<file path="src/rtl/sha_sched_pkg.sv">
// Shared types and defaults for the SHA job scheduler.
// State encoding, parameter defaults and a width helper.
package sha_sched_pkg;

  typedef enum logic [1:0] {
    IDLE  = 2'd0,
    ISSUE = 2'd1,
    WAIT  = 2'd2,
    DRAIN = 2'd3
  } state_t;

  localparam int DEF_DATA_W  = 32;
  localparam int DEF_DEPTH   = 4;
  localparam int DEF_TIMEOUT = 1_000_000;

  function automatic int clog2_min1(input int v);
    return (v > 1) ? $clog2(v) : 1;
  endfunction

endpackage

</file>
<file path="src/rtl/job_fifo.sv">
// Synchronous job FIFO with same-cycle push/pop.
// Count is one bit wider than the pointers.
module job_fifo
  import sha_sched_pkg::*;
#(
  parameter int DATA_W = DEF_DATA_W,
  parameter int DEPTH  = DEF_DEPTH
) (
  input  logic              clk,
  input  logic              rst_n,
  input  logic              push,
  input  logic [DATA_W-1:0] din,
  input  logic              pop,
  output logic [DATA_W-1:0] head,
  output logic [$clog2(DEPTH):0] count,
  output logic              full,
  output logic              empty
);

  localparam int AW = $clog2(DEPTH);

  logic [DATA_W-1:0] mem [DEPTH];
  logic [AW-1:0]     wr_ptr;
  logic [AW-1:0]     rd_ptr;
  logic              push_ok;
  logic              pop_ok;

  assign full    = (count == (AW+1)'(DEPTH));
  assign empty   = (count == '0);
  assign pop_ok  = pop && !empty;
  assign push_ok = push && (!full || pop_ok);
  assign head    = mem[rd_ptr];

  always_ff @(posedge clk) begin
    if (push_ok) begin
      mem[wr_ptr] <= din;
    end
  end

  always_ff @(posedge clk) begin
    if (!rst_n) begin
      wr_ptr <= '0;
      rd_ptr <= '0;
      count  <= '0;
    end else begin
      if (push_ok) wr_ptr <= wr_ptr + AW'(1);
      if (pop_ok)  rd_ptr <= rd_ptr + AW'(1);
      unique case ({push_ok, pop_ok})
        2'b10:   count <= count + (AW+1)'(1);
        2'b01:   count <= count - (AW+1)'(1);
        default: count <= count;
      endcase
    end
  end

endmodule

</file>
<file path="src/rtl/sha_job_scheduler.sv">
// Queues scanned barcode words and issues them to the SHA core,
// one job at a time, with dedup, timeout and status counters.
module sha_job_scheduler
  import sha_sched_pkg::*;
#(
  parameter int DATA_W         = DEF_DATA_W,
  parameter int DEPTH          = DEF_DEPTH,
  parameter int TIMEOUT_CYCLES = DEF_TIMEOUT,
  parameter bit DEDUP_EN       = 1'b1
) (
  input  logic              CLOCK_50,
  input  logic              RESET,
  input  logic              SCAN_VALID,
  input  logic [DATA_W-1:0] SCAN_DATA,
  input  logic              SHA_READY,
  input  logic              SHA_DONE,
  output logic [DATA_W-1:0] SHA_DATA,
  output logic              SHA_START,
  output logic              BUSY,
  output logic [$clog2(DEPTH):0] FIFO_COUNT,
  output logic [15:0]       JOBS_DONE,
  output logic [7:0]        DROP_COUNT,
  output logic              ERR_TIMEOUT
);

  localparam int TW = clog2_min1(TIMEOUT_CYCLES);

  state_t            state;
  logic [TW-1:0]     timer;
  logic [DATA_W-1:0] last_word;
  logic              last_valid;
  logic [DATA_W-1:0] head;
  logic              full;
  logic              empty;
  logic              dup;
  logic              pop;
  logic              push;
  logic              drop;

  assign dup  = DEDUP_EN && last_valid && (SCAN_DATA == last_word);
  assign pop  = (state == IDLE) && !empty && SHA_READY;
  assign push = SCAN_VALID && !dup && (!full || pop);
  assign drop = SCAN_VALID && !dup && full && !pop;
  assign BUSY = (state != IDLE);

  job_fifo #(
    .DATA_W(DATA_W),
    .DEPTH (DEPTH)
  ) u_fifo (
    .clk  (CLOCK_50),
    .rst_n(RESET),
    .push (push),
    .din  (SCAN_DATA),
    .pop  (pop),
    .head (head),
    .count(FIFO_COUNT),
    .full (full),
    .empty(empty)
  );

  always_ff @(posedge CLOCK_50) begin
    if (!RESET) begin
      state       <= IDLE;
      timer       <= '0;
      last_word   <= '0;
      last_valid  <= 1'b0;
      SHA_DATA    <= '0;
      SHA_START   <= 1'b0;
      JOBS_DONE   <= '0;
      DROP_COUNT  <= '0;
      ERR_TIMEOUT <= 1'b0;
    end else begin
      if (push) begin
        last_word  <= SCAN_DATA;
        last_valid <= 1'b1;
      end
      if (drop && DROP_COUNT != 8'hFF) begin
        DROP_COUNT <= DROP_COUNT + 8'd1;
      end
      SHA_START <= 1'b0;
      unique case (state)
        IDLE: begin
          if (pop) begin
            SHA_DATA  <= head;
            SHA_START <= 1'b1;
            state     <= ISSUE;
          end
        end
        ISSUE: begin
          timer <= '0;
          state <= WAIT;
        end
        WAIT: begin
          // Completion takes priority over a coincident timeout.
          if (SHA_DONE) begin
            JOBS_DONE <= JOBS_DONE + 16'd1;
            state     <= DRAIN;
          end else if (timer == TW'(TIMEOUT_CYCLES - 1)) begin
            ERR_TIMEOUT <= 1'b1;
            state       <= DRAIN;
          end else begin
            timer <= timer + TW'(1);
          end
        end
        DRAIN: begin
          if (!SHA_DONE) state <= IDLE;
        end
        default: state <= IDLE;
      endcase
    end
  end

endmodule

</file>
<file path="config.mk">
export PLATFORM = sky130hd
export DESIGN_NAME = sha_job_scheduler
export DESIGN_NICKNAME = d
export VERILOG_FILES = /design/src/rtl/sha_sched_pkg.sv /design/src/rtl/job_fifo.sv /design/src/rtl/sha_job_scheduler.sv
export SDC_FILE = /design/constraint.sdc
export NUM_CORES = 1
export LEC_CHECK = 0
export ABC_AREA = 1
export BUFFER_PORTS_ARGS = -buffer_cell sky130_fd_sc_hd__buf_2
export CORE_MARGIN = 2
export CORE_UTILIZATION = 25
export CTS_CLUSTER_DIAMETER = 100
export DETAILED_ROUTE_END_ITERATION = 12
export PLACE_DENSITY = 0.47
export SYNTH_ARGS = -nofsm -noshare
export SYNTH_HDL_FRONTEND = slang
export SYNTH_SLANG_ARGS = --single-unit
</file>
<file path="constraint.sdc">
create_clock -name CLOCK_50 -period 9.3 [get_ports CLOCK_50]
set_clock_uncertainty 0.05 [all_clocks]
set_input_delay 1.86 -clock CLOCK_50 [delete_from_list [all_inputs] [get_ports CLOCK_50]]
set_output_delay 1.86 -clock CLOCK_50 [all_outputs]
set_load 0.1 [all_outputs]
</file>
==> metrics.csv, run 1 <==
metric,value,unit
yosys_warnings,0,
drv_cap,0,
crit_chain,buf_2 > inv_1 > nand2_1 > nand4_1 > nor2_1 > nand2_1 > nor2_1 > nand2_2 > nand3_2 > buf_4 > nor2_4 > buf_4,
grt_max_degree,78,
ys_ff_latch,248,
synth_top_family_by_area,simple AND/OR/NAND/NOR gates,
cts.htree.levels,1,
portBuffers,98,
yosysSeqAreaShare,58.2,%
grt_antenna_before_repair,7,
cp-start-kind,primary input,
synth_area,10700,µm²
post-place-ws,4.42,ns
worstReg2RegStart,state[0]$_SDFFE_PN0P_,
synthArstFlopShare,0,%
reg2reg_depth,8,
p_leak,4.94,nW
vias_per_cell,4.47,
cts.sinks,248,
synth_xor_area_share,1.31,%
clkTransAtPathRegs,0.06,ns
slowest_stage,buf_4,
hp-class,register to register,
synth.avg_cell_area,8.96,µm²
synth.distinct_cells,42,
drive_gt1_share,14.4,%
numCtsBuffers,27,
hold_end,last_word[5]$_SDFFE_PN0P_,
syn_nets,1248,
worstHoldStart,last_word[5]$_SDFFE_PN0P_,
fp-row-count,75,
postCtsSetupRepairBufs,0,
fin_nets,1335,
rsz0062_at_grt,false,
die_w,211,µm
synth_ff_type,edfxtp_1,
die_y,211,µm
drc,0,
wl_per_cell,15.1,µm
coreArea,42100,µm²
cts_max_path_buffers,3,
worst_slack,5.05,ns
cts_tree,done,
maxSlewViolCount,0,
wirelength,27800,µm
tns,0,ns
hold_depth,2,
clk_latency,0.56,ns
area_growth_syn_to_layout,17.7,%
dieArea,44600,µm²
ctsResizeCount,0,
dr.pass1.iters,5,
ir_drop,0.000146,V
place_area,11800,µm²
cp_max_fo,67,
grt_pass1_vias,8123,
status,completed,
synth-adder-area-share,1.70,%
gp_congestion,0.775,
worstSetupEndpointType,register,
pwr_density_cell,274,nW/µm²
crit_path_max_incr_delay,0.60,ns
synth_edf_count,128,
fin_area,12600,µm²
grt_pass1_wl,44600,µm
synthMuxAreaShare,0,%
hold_viol,0,
timing.fmax,0.235,GHz
grtUsageTotal,12.6,%
worst_pin_slew,0.942,ns
root_buffer,clkbuf_16,
fin_crit,4.25,ns
first_iter_violations,472,
crit_arrival,4.48,ns
ant_nets,0,
start_util,25.5,%
ios,99,
period_share,45.7,%
slew_headroom,37.2,%
overflow,0,
ff2ff_setup_slack,5.88,ns
synthCells,1197,
hold_buffers,0,
critPathRequiredTime,9.52,ns
setup.worst_path.class,primary input to register,
synthSimpleGateAreaFrac,22.2,%
r2r-end,u_fifo.mem[1][8]$_DFFE_PP_,
via_count,8253,
setup_violations,0,
dp_hpwl,17400,µm
synth-compound-area-share,10.4,%
-- stage by stage --
| step | instances | hold WS [ns] | util (%) | total power, mW |
|---|---|---|---|---|
| after detailed placement | 1794 | 0.417 | 27.9 | 2.45 |
| after floorplan | 1197 | 0.386 | - | 2.22 |
| after CTS | 1844 | 0.427 | 30.0 | 3.52 |
| after global routing | 1846 | 0.459 | 30.0 | 3.64 |
| after global placement | 1794 | 0.413 | 27.9 | 2.44 |
| final | 1847 | 0.430 | 30.0 | 3.46 |
-- per-layer routing --
metal  vias up  GRT usage, %  wire, µm
met5         -             0        37
met3        41          2.66      1360
met4         6          4.01       510
li1       4155             -         -
met1      3921          16.1     12900
met2       130          21.2     13000
-- cell usage after synthesis (2+ instances only) --
library cell,count,area (µm²)
a21o_1,2,15.0
a21oi_1,44,220
a21oi_2,5,43.8
buf_1,6,22.5
buf_2,6,30.0
buf_4,6,45.0
buf_6,2,22.5
clkbuf_1,30,113
dfxtp_1,120,2400
edfxtp_1,128,3840
ha_1,13,163
inv_1,107,402
nand2_1,197,739
nand2_2,10,62.6
nand3_1,22,110
nand3_4,3,52.6
nand4_1,35,219
nor2_1,261,980
nor2_4,2,22.5
nor3_1,12,60.1
nor3_2,3,30.0
nor4_1,2,12.5
o21a_1,2,15.0
o21ai_0,115,576
o22ai_1,33,206
xnor2_1,6,52.6
xor2_1,10,87.6
-- cells in the final DEF (no fill, tap or decap), drive strengths merged, types with 3 or more instances in the layout --
| cell type | n |
|---|---|
| a21oi | 49 |
| buf | 109 |
| clkbuf | 39 |
| clkinv | 8 |
| dfxtp | 120 |
| diode | 3 |
| edfxtp | 128 |
| ha | 13 |
| inv | 110 |
| nand2 | 208 |
| nand3 | 26 |
| nand4 | 36 |
| nor2 | 263 |
| nor3 | 16 |
| o21ai | 116 |
| o22ai | 33 |
| xnor2 | 6 |
| xor2 | 10 |
-- where the power goes --
group          switching [mW]  internal, mW  leakage [nW]
logic                   0.867         0.198          2.36
clock network           0.444         0.604         0.423
registers              0.0622          1.28          2.16
-- cell families after synthesis --
group,Yosys count
and+or+nand+nor,554
DFF,248
buffers and inverters,160
AOI/OAI and AO/OA,205
xor gates and xnor gates,16
adders and majority gates,14
-- registers in the layout, summed over array words and instances, names as in the netlist, 2 cells and up --
signal and flops:
u_fifo.mem 128, SHA_DATA 32, u_fifo.rd_ptr 2, u_fifo.wr_ptr 2, JOBS_DONE 16, last_word 32, u_fifo.count 3, state 2
timer 20, DROP_COUNT 8
-- final cells by class --
type	instances	area, µm²
fill	4398	29500
sequential	248	6250
multi-input combinational	789	3850
clock buffer	39	771
tap	539	674
timing repair buffer	109	573
inverter	109	414
clock inverter	11	92.6
antenna	3	7.51
-- worst max-delay path by stage --
stage / end / start / slack [ns]
2_1_floorplan: u_fifo.mem[0][0]$_DFFE_PP_ / SCAN_DATA[5] / 4.84
3_3_place_gp: u_fifo.mem[2][12]$_DFFE_PP_ / SCAN_DATA[5] / 4.46
3_5_place_dp: u_fifo.mem[3][26]$_DFFE_PP_ / SCAN_DATA[5] / 4.42
4_1_cts: u_fifo.mem[2][4]$_DFFE_PP_ / SCAN_DATA[5] / 5.01
5_1_grt: u_fifo.mem[1][8]$_DFFE_PP_ / SCAN_DATA[5] / 4.82
6_report: u_fifo.mem[1][8]$_DFFE_PP_ / SCAN_DATA[5] / 5.05
-- critical path: cells and delay by family --
kind | cells | cell delay [ns]
buffers and inverters | 4 | 1.19
and+or+nand+nor | 8 | 1.37
Power figures use the tool's default switching activity.
==> inputs of run 2 (changes only) <==
==> constraint.sdc (replaced) <==
create_clock -name CLOCK_50 -period 4.3 [get_ports CLOCK_50]
set_clock_uncertainty 0.05 [all_clocks]
set_input_delay 0.86 -clock CLOCK_50 [delete_from_list [all_inputs] [get_ports CLOCK_50]]
set_output_delay 0.86 -clock CLOCK_50 [all_outputs]
set_load 0.1 [all_outputs]
==> metrics.csv, run 2 (synthesis gave the netlist of run 1 again) <==
metric,value,unit,change
status,completed,,
largest_registers,"u_fifo.mem (128), SHA_DATA (32), last_word (32)",,
cp-start-kind,primary input,,
root_buffer,clkbuf_16,,
critPathBufInv,2,,-2
clkTransAtPathRegs,0.06,ns,about the same
crit_chain,buf_2 > inv_1 > o21ai_0 > nor2_1 > nand3_1 > nor2_1 > nand2_2 > nand3_2 > nor2_4,,
start_util,25.5,%,unchanged
final_common_cell,nor2_1,,
via_count,8189,,-0.78%
gp_congestion,0.777,,+0.36%
setup.worst_path.class,primary input to register,,
tns,0,ns,unchanged
ir_drop,0.000260,V,+79%
timing.fmax,0.334,GHz,
largest_register_ffs,128,,unchanged
cts_max_path_buffers,3,,unchanged
grt_pass1_vias,8091,,-0.39%
ctsResizeCount,0,,unchanged
ant_nets,0,,unchanged
drc,0,,unchanged
dieArea,44600,µm²,unchanged
fin_area,12700,µm²,+0.39%
top_register,u_fifo.mem,,
coreArea,42100,µm²,unchanged
cts.sinks,248,,unchanged
first_iter_violations,462,,-2.1%
cts.htree.levels,1,,unchanged
hold_viol,0,,unchanged
grt_pass1_wl,44500,µm,about the same
clk_latency,0.56,ns,about the same
fin_nets,1335,,unchanged
numCtsBuffers,29,,+7.4%
crit_arrival,3.11,ns,-1.37 ns
wirelength,28100,µm,+1.1%
fin_crit,2.99,ns,
dr.pass1.iters,4,,-1
fin_hold_ws,0.424,ns,-0.00658 ns
crit_path_max_incr_delay,1.01,ns,+0.41 ns
rsz0062_at_grt,false,,
critPathRequiredTime,4.42,ns,-5.10 ns
ios,99,,unchanged
vias_per_cell,4.43,,-0.78%
grt_antenna_before_repair,4,,-3
drv_cap,0,,unchanged
worstSetupEndpointType,register,,
cpLargestDelayFamily,simple AND/OR/NAND/NOR gates,,
slowest_stage,nor2_4,,
period_share,69.6,%,
portBuffers,98,,unchanged
pwr_density_cell,600,nW/µm²,+120%
postCtsSetupRepairBufs,0,,unchanged
worst_pin_slew,1.22,ns,+0.274 ns
p_leak,4.97,nW,+0.53%
setup_violations,0,,unchanged
power.total,7.61,mW,+120%
drive_gt1_share,14.6,%,+0.21 points
grt_max_degree,77,,-1.3%
cts_tree,done,,
wl_per_cell,15.2,µm,+1.1%
slew_headroom,18.7,%,-18 points
dp_hpwl,17300,µm,-0.70%
grtUsageTotal,12.6,%,+0.013 points
die_y,211,µm,unchanged
hp-class,register to register,,
fp-row-count,75,,unchanged
place_area,11700,µm²,-0.14%
cp_max_fo,32,,-52%
die_w,211,µm,unchanged
overflow,0,,unchanged
cpMostUsedCell,nor2_1,,
maxSlewViolCount,0,,unchanged
most-common-layout-cells,"257 x nor2_1, 197 x nand2_1, 128 x edfxtp_1, 119 x dfxtp_1, 115 x o21ai_0",,
hold_buffers,0,,unchanged
area_growth_syn_to_layout,18.2,%,
## run 2: power by group
group	total (mW)	internal (mW)	leakage, nW	switching [mW]
combinational	2.33	0.432	2.35	1.90
sequential	2.90	2.78	2.16	0.121
clock	2.39	1.39	0.461	0.995
## run 2: cell type report
| cell class | instances | area [µm²] |
|---|---|---|
| Timing Repair Buffer | 107 | 558 |
| Multi-Input combinational cell | 789 | 3850 |
| Tap cell | 539 | 674 |
| Antenna cell | 1 | 2.50 |
| Clock inverter | 9 | 66.3 |
| Sequential cell | 248 | 6250 |
| Inverter | 109 | 414 |
| Clock buffer | 45 | 867 |
| Fill cell | 4391 | 29500 |
## run 2: routing by layer
layer / vias to the layer above / track usage [%] / wire, µm
li1: 4166 / - / -
met1: 3860 / 16.1 / 12800
met2: 115 / 21.6 / 13600
met3: 42 / 2.33 / 1130
met4: 6 / 3.72 / 573
met5: - / 0 / 45
## run 2: stage by stage
| stage | setup WS (ns) | utilization [%] | instances |
|---|---|---|---|
| global route | 1.00 | 30.1 | 1847 |
| detailed placement | 0.649 | 27.9 | 1792 |
| finish | 1.31 | 30.1 | 1847 |
| CTS | 1.26 | 30.1 | 1846 |
| global placement | 0.661 | 27.9 | 1792 |
| floorplan | 0.574 | - | 1197 |
## run 2: path summary, 6_finish.rpt
kind,startpoint,depth (start not counted),end,slack [ns]
setup reg to reg,last_word[9]$_SDFFE_PN0P_,15,u_fifo.count[2]$_SDFFE_PN0P_,1.47
hold / removal,last_word[5]$_SDFFE_PN0P_,2,last_word[5]$_SDFFE_PN0P_,0.42
hold reg to reg,last_word[5]$_SDFFE_PN0P_,2,last_word[5]$_SDFFE_PN0P_,0.42
setup / recovery,SCAN_DATA[5],9,u_fifo.mem[3][26]$_DFFE_PP_,1.31
## run 2: worst register-to-register path, delay by kind of cell, from the launching register on
kind	cells	cell delay, ns
flops	1	0.35
buf+inv	2	0.13
compound gates	4	0.49
fa+ha+maj	2	0.59
simple gates	7	1.10
==> inputs of run 3 (changes only) <==
==> constraint.sdc (replaced) <==
create_clock -name CLOCK_50 -period 3.1 [get_ports CLOCK_50]
set_clock_uncertainty 0.05 [all_clocks]
set_input_delay 0.62 -clock CLOCK_50 [delete_from_list [all_inputs] [get_ports CLOCK_50]]
set_output_delay 0.62 -clock CLOCK_50 [all_outputs]
set_load 0.1 [all_outputs]
==> metrics.csv, run 3 (synthesis gave the netlist of run 1 again) <==
metric,value,unit,change
fin_crit,2.49,ns,
maxSlewViolCount,0,,unchanged
setup_violations,0,,unchanged
netSwitchingFraction,38.3,%,-1.3 points
area.sequential,6250,µm²,unchanged
die_w,211,µm,unchanged
cts.sinks,248,,unchanged
numCtsBuffers,29,,unchanged
drive_gt1_share,15.4,%,+0.74 points
ff2ff_setup_slack,0.67,ns,-0.80 ns
clkTransAtPathRegs,0.06,ns,about the same
grtUsageTotal,12.6,%,+0.013 points
p_clk_share,33.9,%,+2.6 points
layout.cells.non_filler,1861,,+0.76%
clk_latency,0.57,ns,about the same
ir_drop,0.000505,V,+94%
dieArea,44600,µm²,unchanged
crit_arrival,1.82,ns,-1.29 ns
portBuffers,98,,unchanged
vias_per_cell,4.41,,-0.43%
placedCellCount,1807,,+0.84%
hold_end,u_fifo.mem[3][18]$_DFFE_PP_,,
fin_nets,1350,,+1.1%
power_switching,4.21,mW,+40%
cp-start-kind,register,,
postCtsSetupRepairBufs,0,,unchanged
worst_pin_slew,1.02,ns,-0.193 ns
worstHoldStart,SCAN_DATA[18],,
p_leak,5.09,nW,+2.5%
top_register,u_fifo.mem,,
timing.fmax,0.402,GHz,
drv_cap,0,,unchanged
critPathRequiredTime,2.43,ns,-1.99 ns
most-common-layout-cells,"257 x nor2_1, 197 x nand2_1, 128 x edfxtp_1, 119 x dfxtp_1, 115 x o21ai_0",,
tns,0,ns,unchanged
root_buffer,clkbuf_16,,
hold_buffers,0,,unchanged
largest_register_ffs,128,,unchanged
ctsResizeCount,0,,unchanged
status,completed,,
fp-row-count,75,,unchanged
crit_path_max_incr_delay,0.42,ns,-0.59 ns
multi_input_area,3850,µm²,unchanged
r2r-end,JOBS_DONE[14]$_SDFFE_PN0P_,,
via_count,8216,,+0.33%
period_share,80.2,%,
wl_per_cell,15.1,µm,-0.72%
hold_depth,1,,-1
rsz0062_at_grt,false,,
reg2reg_depth,11,,-4
first_iter_violations,454,,-1.7%
gp_congestion,0.805,,+3.6%
p_int,6.79,mW,+48%
die_y,211,µm,unchanged
area_growth_syn_to_layout,20.3,%,
slew_headroom,31.8,%,+13 points
pwr_density_cell,852,nW/µm²,+42%
setup.worst_path.class,register to primary output,,
cts_max_path_buffers,3,,unchanged
grt_pass1_vias,7719,,-4.6%
coreArea,42100,µm²,unchanged
crit_chain,inv_1 > ha_1 > inv_1 > buf_2,,
largest_registers,"u_fifo.mem (128), SHA_DATA (32), last_word (32)",,
slowest_stage,buf_2,,
start_util,25.5,%,unchanged
final_common_cell,nor2_1,,
cts.htree.levels,1,,unchanged
ant_nets,0,,unchanged
grt_antenna_before_repair,3,,-1
worstSetupEndpointType,primary output,,
ios,99,,unchanged
grt_max_degree,77,,unchanged
p_comb_share,29.6,%,-1.0 points
cp_max_fo,4,,-88%
dp_hpwl,17800,µm,+2.7%
critPathBufInv,3,,+1
drc,0,,unchanged
grt_pass1_wl,44300,µm,-0.43%
dr.pass1.iters,5,,+1
p_seq_share,36.5,%,-1.6 points
n_fill_cell,4353,,-0.87%
cts_tree,done,,
overflow,0,,unchanged
worstReg2RegStart,state[0]$_SDFFE_PN0P_,,
antenna_cells,0,,-1
hold_viol,0,,unchanged
hp-class,primary input to register,,
cpLargestDelayFamily,buffers and inverters,,
wirelength,28200,µm,about the same
cpMostUsedCell,inv_1,,
==> run 3: layer usage <==
layer / up-vias / GRT usage (%) / wire length [µm]
li1: 4197 / - / -
met1: 3835 / 17.1 / 13500
met2: 139 / 20.6 / 12800
met3: 43 / 2.30 / 1270
met4: 2 / 3.35 / 552
met5: - / 0 / 7
==> run 3: worst max-delay path by stage <==
| stage | depth (start not counted) | end | from | slack [ns] |
|---|---|---|---|---|
| after detailed placement | 18 | u_fifo.count[2]$_SDFFE_PN0P_ | SCAN_DATA[28] | 0.26 |
| after global routing | 11 | JOBS_DONE[14]$_SDFFE_PN0P_ | state[0]$_SDFFE_PN0P_ | 0.38 |
| after CTS | 4 | BUSY | state[0]$_SDFFE_PN0P_ | 0.58 |
| after floorplan | 7 | u_fifo.mem[0][0]$_DFFE_PP_ | u_fifo.count[2]$_SDFFE_PN0P_ | -0.09 |
| after global placement | 16 | u_fifo.count[2]$_SDFFE_PN0P_ | SCAN_DATA[20] | 0.21 |
| final | 4 | BUSY | state[0]$_SDFFE_PN0P_ | 0.61 |
==> run 3: cell type report <==
| cell class | count | share of cell area [%] |
|---|---|---|
| multi-input cells | 789 | 29.8 |
| inverters | 109 | 3.21 |
| clock buffers | 36 | 5.90 |
| clock inverters | 18 | 2.14 |
| well taps | 539 | 5.22 |
| flip-flops and latches | 248 | 48.4 |
| repair buffers | 122 | 5.29 |
==> run 3: metrics by stage <==
stage               worst slack, ns  cell area [µm²]  total power, mW  hold WS (ns)  utilization, %
CTS                           0.585            12900             11.2         0.241            30.6
finish                        0.614            12900             11.0         0.258            30.6
detailed placement            0.256            11900             7.40         0.405            28.2
floorplan                   -0.0948            10700             6.66         0.386               -
global placement              0.212            11900             7.39         0.397            28.2
global route                  0.378            12900             11.6         0.252            30.6
==> run 3: power by group through the flow <==
stage	sequential (mW)	combinational (mW)	clock (mW)
detailed placement	4.09	3.31	0
finish	4.02	3.26	3.73
global placement	4.09	3.30	0
floorplan	5.35	1.31	0
CTS	4.03	3.32	3.82
global route	4.06	3.54	3.97
